--- src/rtl/instr_encoder.sv ---
// -----------------------------------------------------------------------------
// instr_encoder
//   Streaming RV32I instruction encoder. Takes instruction fields plus a
//   signed immediate, validates the immediate for the selected format, packs
//   the 32-bit instruction word and presents it with its load address through
//   a single registered output stage (valid/ready on both sides).
//
// Ports
//   clk, rst (async, active-high), clear (sync, same effect as rst)
//   in_valid/in_ready      request handshake
//   in_fmt                 0=R 1=I 2=S 3=B 4=U 5=J, 6/7 illegal
//   in_opcode, in_funct3, in_funct7, in_rd, in_rs1, in_rs2, in_imm
//   out_valid/out_ready    result handshake
//   out_instr, out_addr    encoded word and its load address
//   err, err_code          sticky error flag and first error cause
//   word_count, err_count  emitted words (wraps), rejects (saturates)
// -----------------------------------------------------------------------------
module instr_encoder #(
    parameter int                ADDR_W    = 32,
    parameter logic [ADDR_W-1:0] BASE_ADDR = 32'h0000_0000
) (
    input  logic              clk,
    input  logic              rst,
    input  logic              clear,
    input  logic              in_valid,
    output logic              in_ready,
    input  logic [2:0]        in_fmt,
    input  logic [6:0]        in_opcode,
    input  logic [2:0]        in_funct3,
    input  logic [6:0]        in_funct7,
    input  logic [4:0]        in_rd,
    input  logic [4:0]        in_rs1,
    input  logic [4:0]        in_rs2,
    input  logic [31:0]       in_imm,
    output logic              out_valid,
    input  logic              out_ready,
    output logic [31:0]       out_instr,
    output logic [ADDR_W-1:0] out_addr,
    output logic              err,
    output logic [1:0]        err_code,
    output logic [15:0]       word_count,
    output logic [7:0]        err_count
);

    localparam logic [2:0] FMT_R = 3'd0;
    localparam logic [2:0] FMT_I = 3'd1;
    localparam logic [2:0] FMT_S = 3'd2;
    localparam logic [2:0] FMT_B = 3'd3;
    localparam logic [2:0] FMT_U = 3'd4;
    localparam logic [2:0] FMT_J = 3'd5;

    localparam logic [1:0] ERR_NONE  = 2'b00;
    localparam logic [1:0] ERR_FMT   = 2'b01;
    localparam logic [1:0] ERR_ALIGN = 2'b10;
    localparam logic [1:0] ERR_RANGE = 2'b11;

    localparam logic [ADDR_W-1:0] ADDR_STEP = ADDR_W'(3'd4);

    // Field packing for every legal format; unused fields are simply dropped.
    function automatic logic [31:0] f_pack(
        input logic [2:0]  fmt,
        input logic [6:0]  op,
        input logic [2:0]  f3,
        input logic [6:0]  f7,
        input logic [4:0]  rd,
        input logic [4:0]  rs1,
        input logic [4:0]  rs2,
        input logic [31:0] imm
    );
        case (fmt)
            FMT_R:   f_pack = {f7, rs2, rs1, f3, rd, op};
            FMT_I:   f_pack = {imm[11:0], rs1, f3, rd, op};
            FMT_S:   f_pack = {imm[11:5], rs2, rs1, f3, imm[4:0], op};
            FMT_B:   f_pack = {imm[12], imm[10:5], rs2, rs1, f3, imm[4:1], imm[11], op};
            FMT_U:   f_pack = {imm[31:12], rd, op};
            FMT_J:   f_pack = {imm[20], imm[10:1], imm[11], imm[19:12], rd, op};
            default: f_pack = 32'h0000_0000;
        endcase
    endfunction

    logic              r_out_valid;
    logic [31:0]       r_out_instr;
    logic [ADDR_W-1:0] r_out_addr;
    logic [ADDR_W-1:0] r_next_addr;
    logic              r_err;
    logic [1:0]        r_err_code;
    logic [15:0]       r_word_count;
    logic [7:0]        r_err_count;

    logic       w_in_hs;
    logic       w_out_hs;
    logic       w_fits_12;   // sign-extension of a 12-bit immediate
    logic       w_fits_13;   // sign-extension of a 13-bit branch offset
    logic       w_fits_21;   // sign-extension of a 21-bit jump offset
    logic [1:0] w_cause;
    logic       w_load;
    logic       w_reject;

    assign in_ready = !r_out_valid || out_ready;
    assign w_in_hs  = in_valid && in_ready;
    assign w_out_hs = r_out_valid && out_ready;

    assign w_fits_12 = (&in_imm[31:11]) || !(|in_imm[31:11]);
    assign w_fits_13 = (&in_imm[31:12]) || !(|in_imm[31:12]);
    assign w_fits_21 = (&in_imm[31:20]) || !(|in_imm[31:20]);

    // Immediate validation; earlier checks take priority over later ones.
    always_comb begin
        w_cause = ERR_NONE;
        if (in_fmt > FMT_J) begin
            w_cause = ERR_FMT;
        end else if (((in_fmt == FMT_B) || (in_fmt == FMT_J)) && in_imm[0]) begin
            w_cause = ERR_ALIGN;
        end else if ((in_fmt == FMT_U) && (in_imm[11:0] != 12'h000)) begin
            w_cause = ERR_ALIGN;
        end else if (((in_fmt == FMT_I) || (in_fmt == FMT_S)) && !w_fits_12) begin
            w_cause = ERR_RANGE;
        end else if ((in_fmt == FMT_B) && !w_fits_13) begin
            w_cause = ERR_RANGE;
        end else if ((in_fmt == FMT_J) && !w_fits_21) begin
            w_cause = ERR_RANGE;
        end else begin
            w_cause = ERR_NONE;
        end
    end

    assign w_load   = w_in_hs && (w_cause == ERR_NONE);
    assign w_reject = w_in_hs && (w_cause != ERR_NONE);

    // Output stage, address generator and status counters.
    always_ff @(posedge clk or posedge rst) begin
        if (rst) begin
            r_out_valid  <= 1'b0;
            r_out_instr  <= 32'h0000_0000;
            r_out_addr   <= BASE_ADDR;
            r_next_addr  <= BASE_ADDR;
            r_err        <= 1'b0;
            r_err_code   <= ERR_NONE;
            r_word_count <= 16'd0;
            r_err_count  <= 8'd0;
        end else if (clear) begin
            r_out_valid  <= 1'b0;
            r_out_instr  <= 32'h0000_0000;
            r_out_addr   <= BASE_ADDR;
            r_next_addr  <= BASE_ADDR;
            r_err        <= 1'b0;
            r_err_code   <= ERR_NONE;
            r_word_count <= 16'd0;
            r_err_count  <= 8'd0;
        end else begin
            if (w_out_hs) begin
                r_word_count <= r_word_count + 16'd1;
            end
            // A rejected request still frees the stage if the held word left.
            if (w_load) begin
                r_out_valid <= 1'b1;
                r_out_instr <= f_pack(in_fmt, in_opcode, in_funct3, in_funct7,
                                      in_rd, in_rs1, in_rs2, in_imm);
                r_out_addr  <= r_next_addr;
                r_next_addr <= r_next_addr + ADDR_STEP;
            end else if (w_reject || w_out_hs) begin
                r_out_valid <= 1'b0;
            end
            if (w_reject) begin
                r_err <= 1'b1;
                if (!r_err) begin
                    r_err_code <= w_cause;
                end
                if (r_err_count != 8'hFF) begin
                    r_err_count <= r_err_count + 8'd1;
                end
            end
        end
    end

    assign out_valid  = r_out_valid;
    assign out_instr  = r_out_instr;
    assign out_addr   = r_out_addr;
    assign err        = r_err;
    assign err_code   = r_err_code;
    assign word_count = r_word_count;
    assign err_count  = r_err_count;

endmodule

--- config.mk ---
export PLATFORM = sky130hd
export DESIGN_NAME = instr_encoder
export DESIGN_NICKNAME = d
export VERILOG_FILES = /design/src/rtl/instr_encoder.sv
export SDC_FILE = /design/constraint.sdc
export NUM_CORES = 1
export LEC_CHECK = 0
export BUFFER_PORTS_ARGS = -buffer_cell sky130_fd_sc_hd__buf_4
export CAP_MARGIN = 0
export CORE_ASPECT_RATIO = 2
export CORE_MARGIN = 4
export CORE_UTILIZATION = 43
export DETAILED_ROUTE_END_ITERATION = 10
export GPL_ROUTABILITY_DRIVEN = 0
export PLACE_DENSITY = 0.73
export SLEW_MARGIN = 20
export SYNTH_ARGS = -nofsm -noshare
export SYNTH_HDL_FRONTEND = slang
export SYNTH_SLANG_ARGS = --single-unit
--- constraint.sdc ---
create_clock -name clk -period 3.8 [get_ports clk]
set_input_delay 0 -clock clk [delete_from_list [all_inputs] [get_ports clk]]
set_output_delay 0 -clock clk [all_outputs]
set_load 0.05 [all_outputs]
=== After elaboration in Yosys (flattened, before gate mapping) ===
Cells that the tools add are included.

* Logic and storage cells: 85
* Bits in registers: 124
* Input bits: 72
* Output and inout bits: 93

* Eq/ne operators: 7
* $add $sub $neg: 3
* Reductions and logical operators: 40
* Order comparisons: 1
* Muxes and demuxes: 26

{| class="wikitable"
|+ Operators with widths
! operator !! count
|-
| $mux W32 || 6
|-
| $pmux W32 S6 || 1
|-
| $add A32 B3 Y32 const B || 1
|-
| $mux W16 || 2
|-
| $mux W8 || 3
|-
| $reduce_and A21 Y1 || 1
|-
| $reduce_or A21 Y1 || 1
|-
| $reduce_and A20 Y1 || 1
|-
| $reduce_or A20 Y1 || 1
|-
| $mux W2 || 9
|-
| $add A16 B1 Y16 const B || 1
|-
| $reduce_and A12 Y1 || 1
|-
| $reduce_bool A12 Y1 || 1
|-
| $reduce_or A12 Y1 || 1
|-
| $reduce_bool A2 Y1 || 5
|-
| $logic_and A1 B1 Y1 || 9
|-
| $add A8 B1 Y8 const B || 1
|-
| $ne A8 B8 Y1 const B || 1
|-
| $logic_not A1 Y1 || 7
|-
| $logic_or A1 B1 Y1 || 7
|-
| $eq A3 B2 Y1 const B || 2
|-
| $eq A3 B3 Y1 const B || 2
|-
| $mux W1 || 5
|-
| $reduce_and A2 Y1 || 2
|-
| 6 further kinds || 6
|}

=== Longest topological paths before layout ===
Gate-level depths: netlist of the first run.

* Word-level depth: 17
* Depth in mapped cells: 9
* Gate-level depth less buffers: 6

=== Least setup slack after synthesis of the first run ===
Ideal clock, no wire load.

* Kind: reg-to-reg
* From: register r_out_valid, in the netlist out_valid
* To: register r_next_addr[22]
* Arrival: 2.551 ns
* Period minus slack after synthesis: 2.676 ns
* Library setup time: 0.125 ns
* Setup slack: 1.124 ns
* Stages on the path, launching flop included: 8
* Buffers on the path: 1
* Data required time: 3.675 ns
* Path through: dfrtp_1 nand2b_1 nand2_1 a211oi_1 nand3_2 buf_2 nor4_2 mux2_2

* Word-level cells in the longest chain between the ends: 5

{| class="wikitable"
|+ Ends and longest elaborated chain
! element !! line !! RTL
|-
| start: declaration || 81 || <nowiki>logic r_out_valid;</nowiki>
|-
| start signal: assignment || 133 || <nowiki>r_out_valid <= 1'b0;</nowiki>
|-
| start signal: assignment || 142 || <nowiki>r_out_valid <= 1'b0;</nowiki>
|-
| start signal: assignment || 156 || <nowiki>r_out_valid <= 1'b1;</nowiki>
|-
| $logic_not A1 Y1 || 99 || <nowiki>assign in_ready = !r_out_valid || out_ready;</nowiki>
|-
| $logic_or A1 B1 Y1 || 99 ||
|-
| net in_ready || 26 || <nowiki>output logic in_ready,</nowiki>
|-
| $logic_and A1 B1 Y1 || 100 || <nowiki>assign w_in_hs = in_valid && in_ready;</nowiki>
|-
| $logic_and A1 B1 Y1 || 127 || <nowiki>assign w_load = w_in_hs && (w_cause == ERR_NONE);</nowiki>
|-
| $reduce_bool A2 Y1 (no source line) || -- ||
|-
| end signal: assignment || 160 || <nowiki>r_next_addr <= r_next_addr + ADDR_STEP;</nowiki>
|-
| end: declaration || 84 || <nowiki>logic [ADDR_W-1:0] r_next_addr;</nowiki>
|}

The timed path passes the listed nets, and every way through them passes these cells.
A chain may end at the register's enable or synchronous reset.

=== Worst setup path in the final report of the first run ===
* From: input port in_imm[9]
* To: register r_out_instr[12], in the netlist out_instr[12]

* Word-level cells in the longest chain between the ends: 8

{| class="wikitable"
|+ Ends and longest elaborated chain
! element !! line !! RTL
|-
| start: declaration || 34 || <nowiki>input logic [31:0] in_imm,</nowiki>
|-
| $reduce_bool A12 Y1 || 114 || <nowiki>end else if ((in_fmt == FMT_U) && (in_imm[11:0] != 12'h000)) begin</nowiki>
|-
| $logic_and A1 B1 Y1 || 114 ||
|-
| $mux W2 || 114 ||
|-
| $mux W2 || 112 || <nowiki>end else if (((in_fmt == FMT_B) || (in_fmt == FMT_J)) && in_imm[0]) begin</nowiki>
|-
| $mux W2 || 110 || <nowiki>if (in_fmt > FMT_J) begin</nowiki>
|-
| $logic_not A2 Y1 || 127 ||
|-
| $logic_and A1 B1 Y1 || 127 ||
|-
| $reduce_bool A2 Y1 (no source line) || -- ||
|-
| end signal: assignment || 157 || <nowiki>r_out_instr <= f_pack(in_fmt, in_opcode, in_funct3, in_funct7,</nowiki>
|-
| end: declaration || 82 || <nowiki>logic [31:0] r_out_instr;</nowiki>
|}

No other way between the ends.

==> results of run 1 <==
[sequential cells by signal, summed over array words and instances (netlist names)]
signal       count
out_addr        31
err_count        8
out_instr       32
r_next_addr     30
out_valid        1
err_code         2
err              1
word_count      16
[logic make-up (layout without fill, tap and decap cells)]
logic type,Yosys count,after routing
adder cells (fa/ha/maj),3,3
buffers and inverters,63,258
flip-flops,121,121
multiplexers,16,16
AO/OA/AOI/OAI,157,157
XOR/XNOR,18,18
AND/OR/NAND/NOR,321,321
[cell type report]
| type | count | area share |
|---|---|---|
| inverter | 13 | 0.00599 |
| timing repair buffer | 214 | 0.199 |
| multi-input combinational | 515 | 0.344 |
| tap | 192 | 0.0281 |
| sequential | 121 | 0.354 |
| clock inverter | 8 | 0.0140 |
| clock buffer | 23 | 0.0547 |
[worst reg2reg max path, stage by stage, from the launching register on]
cell and delay, ns:
dfrtp_1 0.38, nand2b_1 0.18, nand2_1 0.30, a211oi_1 0.57, nand3_4 0.41, buf_4 0.35, a221oi_1 0.27, dlygate4sd3_1 0.61
nor3_1 0.05
[timing repair]
item | CTS | global route
hold buffers | 40 | 0
gates resized for setup | 0 | 1
endpoints found under the setup margin | 0 | 7
buffers inserted | 0 | 0
hold endpoints to repair | 88 | 0
[final timing paths]
| check | to | start |
|---|---|---|
| max in group asynchronous | out_valid | rst |
| worst min-delay path | out_instr[30] | in_imm[10] |
| worst max register to register | out_instr[12] | out_valid |
| min in group asynchronous | r_next_addr[20] | rst |
| worst max-delay path | out_instr[12] | in_imm[9] |
| worst min register to register | out_instr[3] | out_instr[3] |
[power by group]
group | switching, mW | internal [mW]
logic | 0.295 | 0.171
registers | 0.0211 | 1.32
clock network | 0.554 | 1.06
[routing by layer]
| layer | global-route usage | vias up |
|---|---|---|
| met5 | 0 | - |
| met4 | 0.127 | 0 |
| met3 | 0.0431 | 44 |
| met2 | 0.438 | 176 |
| met1 | 0.231 | 2917 |
| li1 | - | 2876 |
[stage by stage]
step | setup WS (ns) | instance area, µm² | cells
2_1_floorplan | 0.586 | 6230 | 699
5_1_grt | 0.130 | 8560 | 1086
3_5_place_dp | 0.804 | 7570 | 1015
6_report | 0.450 | 8560 | 1086
4_1_cts | 0.338 | 8550 | 1086
3_3_place_gp | 0.874 | 7570 | 1015
[cell usage in the layout, fill, tap and decap left out, types with 12 or more instances in the layout]
cell type | netlist | layout
a21oi_1 | 72 | 72
a221oi_1 | 17 | 17
and3_1 | 13 | 12
buf_4 | 2 | 174
clkbuf_16 | 0 | 17
dfrtp_1 | 121 | 121
dlygate4sd3_1 | 0 | 40
nand2_1 | 106 | 106
nand3_1 | 27 | 27
nand4_1 | 18 | 18
nor2_1 | 65 | 65
nor3_1 | 24 | 24
nor4_1 | 13 | 13
o21ai_0 | 22 | 22
o31ai_1 | 13 | 13
or3_1 | 16 | 16
==> metrics.cfg, run 1 <==
[pwr]
power-per-cell-area_nw_per_um2=399
power_mw=3.42
ir_drop_mv=0.292
p_leak_nw=3.85

[synth]
synth_xor_area_frac=0.0253
synth_largest_area_cell=dfrtp_1
synth.cell_area_um2=6230
synthCells=699
syn_nets=774
synth_top_family_by_area=simple AND/OR/NAND/NOR gates
seq_area_frac_synth=0.486
yosysTopAreaCellShare=0.486
yosys_most_used_dff=dfrtp_1
synthDistinctLibCells=53
synthSimpleGateAreaFrac=0.251
async_flop_share=1.00
synth.area.top_cells=dfrtp_1 49%, nand2_1 6.4%, a21oi_1 5.8%
syn-mean-instance-area_um2=8.91
yosysMostFrequentCell=dfrtp_1
synth_fa_ha_area_frac=0.00602
synth_edf_count=0
synthMuxAreaShare=0.0275
synth_compound_gate_area_share=0.162
ys_ff_latch=121
synth_common_cells=121 x dfrtp_1, 106 x nand2_1, 72 x a21oi_1
yosysWarnings=0

[sta]
setup_violations=0
fin_setup_tns_ns=0
fin_skew_ns=0.0103
fin_crit_sh=0.882
hold_violations=0
rsz0062_at_grt=false
hold_ws_ns=0.0136
fin_crit_ns=3.35
worst_slew_pin_slew_ns=0.985
max_clock_freq_ghz=0.298
slew_headroom=0.342
report.final.slew_viol_count=0

[global_route]
grt_pass1_wl_mm=30.1
grt_max_degree=81
antenna_found_initial=0
grt_usage=0.231
grt_pass1_vias=6048
grt_overflow=0

[worst_setup_path]
cpMaxStageDelayCell=dlygate4sd3_1
critical_path_class=in2reg
crit_path_max_fanout=33
worstPathRequired_ns=4.06
cp_cell_sequence=dlygate4sd3_1 -> buf_4 -> nor4_1 -> nand4_1 -> a211oi_1 -> nand3_4 -> buf_4 -> a221oi_1 -> dlygate4sd3_1 -> nor3_1
critPathArrivalTime_ns=3.61
cp_num_buf_inv=4
cp.depth=10
r2r_slack_ns=0.55
cp-start-kind=input pin
cp-end-kind=register
reg2reg_depth=8
max_stage_delay_ns=0.61
cp_top_family=buffers and inverters

[finish]
diodes=0
areaGrowthSynthToFinish_pct=37.4
fillers=1318
fin_nets=957
drive_above_1_share=0.245
multiInputGateArea_um2=2950
ff_latch_area_um2=3030
final_core_util=0.600

[clock_tree]
numCtsBuffers=17
path_clk_slew_ns=0.06
h-tree-depth=4
cts_tree=done
worstSkewPairLatency_ns=0.41
cts_root_buffer=clkbuf_16
clock_sinks=121
clock_path_buffers=2

[route]
routed_wirelength_mm=18.7
top_layer=met4
route.vias.total=6013
met1_length_mm=6.41
viasPerCell=5.54
post-route-drc-count=0
first_pass_iters=4
routed-wl-met3_um=632
drtIter0Drc=275
route.met2.wl_mm=10.9
drtAntennaViolNets=0
wl_per_cell_um=17.2

[floorplan]
ios=165
start_util=0.437
die_area_um2=16600
coreArea_um2=14300
placementRows=62
die_h_um=178
die_x_um=93.1

[placement]
hpwl_mm=13.2
io_buffer_count=164

[outcome]
status=complete, no violations

[min_path]
hold_path.class=in2reg
hold_path_depth=5

[flow_run]
maxCapViolCount=0

Power figures use the tool's default switching activity.
==> run 2, diff against run 1 <==
--- a/config.mk
+++ b/config.mk
@@ -5,6 +5,7 @@
 export SDC_FILE = /design/constraint.sdc
 export NUM_CORES = 1
 export LEC_CHECK = 0
+export ABC_AREA = 1
 export BUFFER_PORTS_ARGS = -buffer_cell sky130_fd_sc_hd__buf_4
 export CAP_MARGIN = 0
 export CORE_ASPECT_RATIO = 2
==> run 2 against run 1 <==
Against the previous run:
- worst hold slack gained 0.018 ns
- power decreased by 0.53%
- worst setup slack improved by 0.83 ns
- critical path type unchanged
==> metrics.cfg, run 2 <==
[outcome]
status=complete, no violations

[finish]
largest_reg_flops=32
final_cell_mix=392 x nand2_1, 170 x buf_4, 121 x dfrtp_1
fillers=1296
diodes=0
drive_above_1_share=0.192
areaGrowthSynthToFinish_pct=38.4
mostFrequentLayoutCell=nand2_1
fin_nets=1203

[route]
wl_per_cell_um=15.1
route.vias.total=6761
first_pass_iters=5
drtAntennaViolNets=0
viasPerCell=5.06
post-route-drc-count=0
drtIter0Drc=363
routed_wirelength_mm=20.2

[sta]
fin_crit_sh=0.663
fin_crit_ns=2.52
rsz0062_at_grt=false
fin_setup_tns_ns=0
hold_violations=0
report.final.slew_viol_count=0
hold_ws_ns=0.0312
max_clock_freq_ghz=0.397
fin_skew_ns=0.00951
slew_headroom=0.417
setup_violations=0
worst_slew_pin_slew_ns=0.874

[worst_setup_path]
critical_path_class=in2reg
r2r_slack_ns=1.62
crit_path_max_fanout=54
worstPathRequired_ns=4.11
critPathArrivalTime_ns=2.83
cp-end-kind=register
cp-start-kind=input pin

[global_route]
grt_pass1_wl_mm=32.9
grt_max_degree=73
grt_overflow=0
grt_usage=0.242
antenna_found_initial=0
grt_pass1_vias=6976

[synth]
synthCells=913
synth_largest_area_cell=dfrtp_1
synth_top_family_by_area=simple AND/OR/NAND/NOR gates
synth_xor_area_frac=0.0386
async_flop_share=1.00
syn-mean-instance-area_um2=7.20
syn_nets=988
ys_ff_latch=121
yosysWarnings=0
yosysMostFrequentCell=nand2_1
synth.area.top_cells=dfrtp_1 46%, nand2_1 22%, nor2_1 5.3%
synth_fa_ha_area_frac=0.00571
yosys_most_used_dff=dfrtp_1
synth_common_cells=392 x nand2_1, 121 x dfrtp_1, 93 x nor2_1
seq_area_frac_synth=0.460
synthSimpleGateAreaFrac=0.373
synth.cell_area_um2=6580
synthDistinctLibCells=35
synthMuxAreaShare=0
synth_compound_gate_area_share=0.0584
synth_edf_count=0
yosysTopAreaCellShare=0.460

[clock_tree]
numCtsBuffers=17
path_clk_slew_ns=0.06
cts_resized=0
worstSkewPairLatency_ns=0.42
clock_sinks=121
cts_tree=done
clock_path_buffers=2
cts_root_buffer=clkbuf_16
h-tree-depth=4

[pwr]
ir_drop_mv=0.315
power-per-cell-area_nw_per_um2=373
p_leak_nw=4.76
power_mw=3.40

[flow_run]
maxCapViolCount=0

[floorplan]
die_x_um=95.5
ios=165
placementRows=63
die_h_um=183
coreArea_um2=14900
start_util=0.442
die_area_um2=17500

[placement]
io_buffer_count=164
hpwl_mm=14.5

[min_path]
hold_path.class=in2reg

[run 2: cell types whose count changed after synthesis, sizes merged, moves of 20 or more]
cell / previous run / this run
nand2: 106 / 393
clkbuf: 31 / 11
inv: 13 / 73
nor2: 65 / 98
a21oi: 72 / 19
[run 2: area by class of cell]
type | count | area (µm²) | area share
Multi-Input combinational cell | 690 | 3140 | 0.345
Clock buffer | 18 | 439 | 0.0482
Timing Repair Buffer | 224 | 1830 | 0.201
Inverter | 74 | 280 | 0.0308
Tap cell | 195 | 244 | 0.0268
Sequential cell | 121 | 3030 | 0.333
Clock inverter | 14 | 148 | 0.0162
[run 2: cell families after synthesis]
group | count (synthesis)
simple gates | 595
flops | 121
buf+inv | 102
compound gates | 63
xor+xnor | 29
fa+ha+maj | 3
[run 2: path summary, 6_finish.rpt]
path | from | to | depth (start not counted)
setup / recovery | in_imm[7] | out_instr[18] | 13
hold / removal | clear | err_count[0] | 2
setup reg to reg | out_valid | r_next_addr[14] | 6
hold reg to reg | out_addr[12] | out_addr[12] | 2
max in group asynchronous | rst | word_count[2] | 4
min in group asynchronous | rst | out_addr[9] | 3
[run 2: metal layers]
| layer | track usage | up-vias | part of all wire |
|---|---|---|---|
| met1 | 0.238 | 3107 | 0.34 |
| met3 | 0.0472 | 78 | 0.052 |
| met5 | 0 | - | 0 |
| li1 | - | 3324 | - |
| met2 | 0.432 | 252 | 0.54 |
| met4 | 0.182 | 0 | 0.073 |
[run 2: repair_timing]
action / 4_1_cts / 5_1_grt
endpoints found under the hold margin: 104 / 0
hold buffers: 53 / 0
endpoints found under the setup margin: 0 / 0
buffers inserted: 0 / 0
[run 2: per-stage QoR]
stage,util,std cells,area [µm²],worst slack (ns)
4_1_cts,0.611,1336,9100,1.31
2_1_floorplan,-,913,6580,0.586
6_report,0.611,1336,9100,1.28
3_5_place_dp,0.536,1251,7990,1.34
3_3_place_gp,0.536,1251,7990,1.36
5_1_grt,0.611,1336,9100,1.15
[run 2: power by group]
group	leakage, nW	total [mW]	switching, mW	internal (mW)
clock network	0.275	1.60	0.612	0.984
logic	2.80	0.466	0.292	0.174
registers	1.68	1.34	0.0222	1.31
total	4.76	3.40	0.926	2.47
[run 2: critical path, cell delays in order]
cell and delay (ns):
dlygate4sd3_1 0.54, buf_4 0.14, nor2_1 0.08, nand2_1 0.08, nor2_1 0.23, nand2_1 0.11, a21oi_2 0.19, nand4_2 0.20
nor2_2 0.53, nor2_4 0.27, buf_12 0.27, nand2_1 0.10, nand2_1 0.05
==> run 3, diff against run 2 <==
--- a/config.mk
+++ b/config.mk
@@ -5,7 +5,7 @@
 export SDC_FILE = /design/constraint.sdc
 export NUM_CORES = 1
 export LEC_CHECK = 0
-export ABC_AREA = 1
+export ABC_AREA = 0
 export BUFFER_PORTS_ARGS = -buffer_cell sky130_fd_sc_hd__buf_4
 export CAP_MARGIN = 0
 export CORE_ASPECT_RATIO = 2
==> constraint.sdc (replaced) <==
create_clock -name clk -period 2.5 [get_ports clk]
set_input_delay 0 -clock clk [delete_from_list [all_inputs] [get_ports clk]]
set_output_delay 0 -clock clk [all_outputs]
set_load 0.05 [all_outputs]
==> run 3 against run 2 <==
Against the previous run:
- routed wire length fell by 6.6%
- clock-buffer cell count grew 3
- sequential share of layout area is 1.1 points higher
- sequential cell count stayed put
- non-clock buffer count up 3
- global-route usage shrank 0.88 points
- first-iteration DRC count decreased by 37%
- clock power grew 61%
- largest cell class is now sequential cells
- highest routed layer unchanged
==> metrics.cfg, run 3 (synthesis results as in run 1) <==
[outcome]
status=complete, no violations

[sta]
worst_slew_pin_slew_ns=0.879
report.final.slew_viol_count=0
fin_crit_sh=0.954
max_clock_freq_ghz=0.419
rsz0062_at_grt=false
slew_headroom=0.413
fin_ws_ns=0.116
fin_crit_ns=2.38
fin_setup_tns_ns=0
hold_violations=0
fin_skew_ns=0.00671
setup_violations=0

[pwr]
power_switching_mw=1.35
ir_drop_mv=0.449
power-per-cell-area_nw_per_um2=608
p_leak_nw=3.96
p_int_mw=4.01
p_comb_frac=0.139
clkPwrFrac=0.482
switching_share=0.252
pwr-share-seq=0.379

[finish]
fin_area_um2=8810
final_cell_mix=178 x buf_4, 121 x dfrtp_1, 106 x nand2_1
areaGrowthSynthToFinish_pct=41.4
fin_nets=970
final_cells=1100
drive_above_1_share=0.261
mostFrequentLayoutCell=buf_4
largest_reg_flops=32
diodes=0

[worst_setup_path]
cp_top_family=buffers and inverters
cp_cell_sequence=dlygate4sd3_1 -> buf_4 -> nor3_1 -> nand4_1 -> a211oi_2 -> nand3_2 -> buf_12 -> a221oi_1 -> dlygate4sd3_1 -> nor3_1
reg2reg_from=r_next_addr[8]
crit_path_max_fanout=25
cpMaxStageDelayCell=dlygate4sd3_1
critPathArrivalTime_ns=2.63
worstPathRequired_ns=2.75
critical_path_class=in2reg
cp-start-kind=input pin
max_stage_delay_ns=0.61
cp_num_buf_inv=4
cp-end-kind=register
crit_start=in_imm[2]

[floorplan]
die_area_um2=16600
die_h_um=178
start_util=0.437
placementRows=62
die_x_um=93.1
coreArea_um2=14300
ios=165

[placement]
place_ws_ns=0.0616
hpwl_mm=13.2
io_buffer_count=164
dp.cells=1025
placed_area_um2=7720

[min_path]
hold_path.class=in2reg
min_from=in_imm[5]

[global_route]
use_met1=0.246
grt_pass1_vias=6193
grt.met3_usage=0.0409
grt_overflow=0
grt_pass1_wl_mm=30.6
grt_usage=0.233
grt_max_degree=69
top_usage_layer=met2
antenna_found_initial=0
grtUsageMet2=0.441

[clock_tree]
cts_tree=done
cts_root_buffer=clkbuf_16
path_clk_slew_ns=0.06
worstSkewPairLatency_ns=0.40
clock_sinks=121
clock_path_buffers=2
h-tree-depth=4
numCtsBuffers=17

[route]
drtAntennaViolNets=0
post-route-drc-count=0
drtIter0Drc=230
wl_per_cell_um=17.1
viasPerCell=5.51
routed_wirelength_mm=18.8
route.vias.total=6063
first_pass_iters=4

[flow_run]
maxCapViolCount=0

run 3: worst paths after layout:
path                                         to  slack (ns)  cells after the start
worst max-delay path              out_instr[11]        0.12                     10
max in group asynchronous         out_instr[31]        1.44                      4
min in group asynchronous          out_addr[15]        0.34                      3
worst min register to register     out_instr[0]        0.52                      2
worst max register to register  r_next_addr[26]        0.18                      6
worst min-delay path              out_instr[25]        0.02                      3
run 3: per-stage QoR:
stage	power, mW	hold WS [ns]	utilization
floorplan	2.47	0.135	-
global placement	2.75	0.226	0.541
detailed placement	2.75	0.223	0.541
CTS	5.41	0.00278	0.614
global route	5.58	0.00717	0.617
finish	5.36	0.0199	0.617
run 3: per-layer routing:
metal	part of all wire	routed length, µm
met5	0	0
met4	0.034	635
met3	0.036	678
met2	0.57	10700
met1	0.36	6850
run 3: power groups by stage:
stage / registers, mW / logic, mW / clock network, mW
finish: 2.03 / 0.745 / 2.58
global route: 2.03 / 0.802 / 2.74
CTS: 2.03 / 0.737 / 2.64
detailed placement: 2.06 / 0.686 / 0
global placement: 2.06 / 0.683 / 0
floorplan: 2.20 / 0.272 / 0
run 3: layout make-up:
class	count	area (µm²)
Tap cell	192	240
Timing Repair Buffer	227	1900
Multi-Input combinational cell	515	2960
Clock inverter	11	170
Sequential cell	121	3030
Clock buffer	21	460
Fill cell	1289	5470
Inverter	13	52.6
run 3: worst register-to-register path, delay by kind of cell, from the launching register on:
kind,cells,cell delay [ns]
DFF,1,0.46
and+or+nand+nor,5,1.64
AOI/OAI and AO/OA,1,0.15
run 3: timing repair:
item / in CTS / in global routing
hold endpoints to repair: 65 / 0
setup endpoints to repair: 0 / 11
hold buffers: 42 / 0
resized for setup: 0 / 6
buffers inserted: 0 / 1
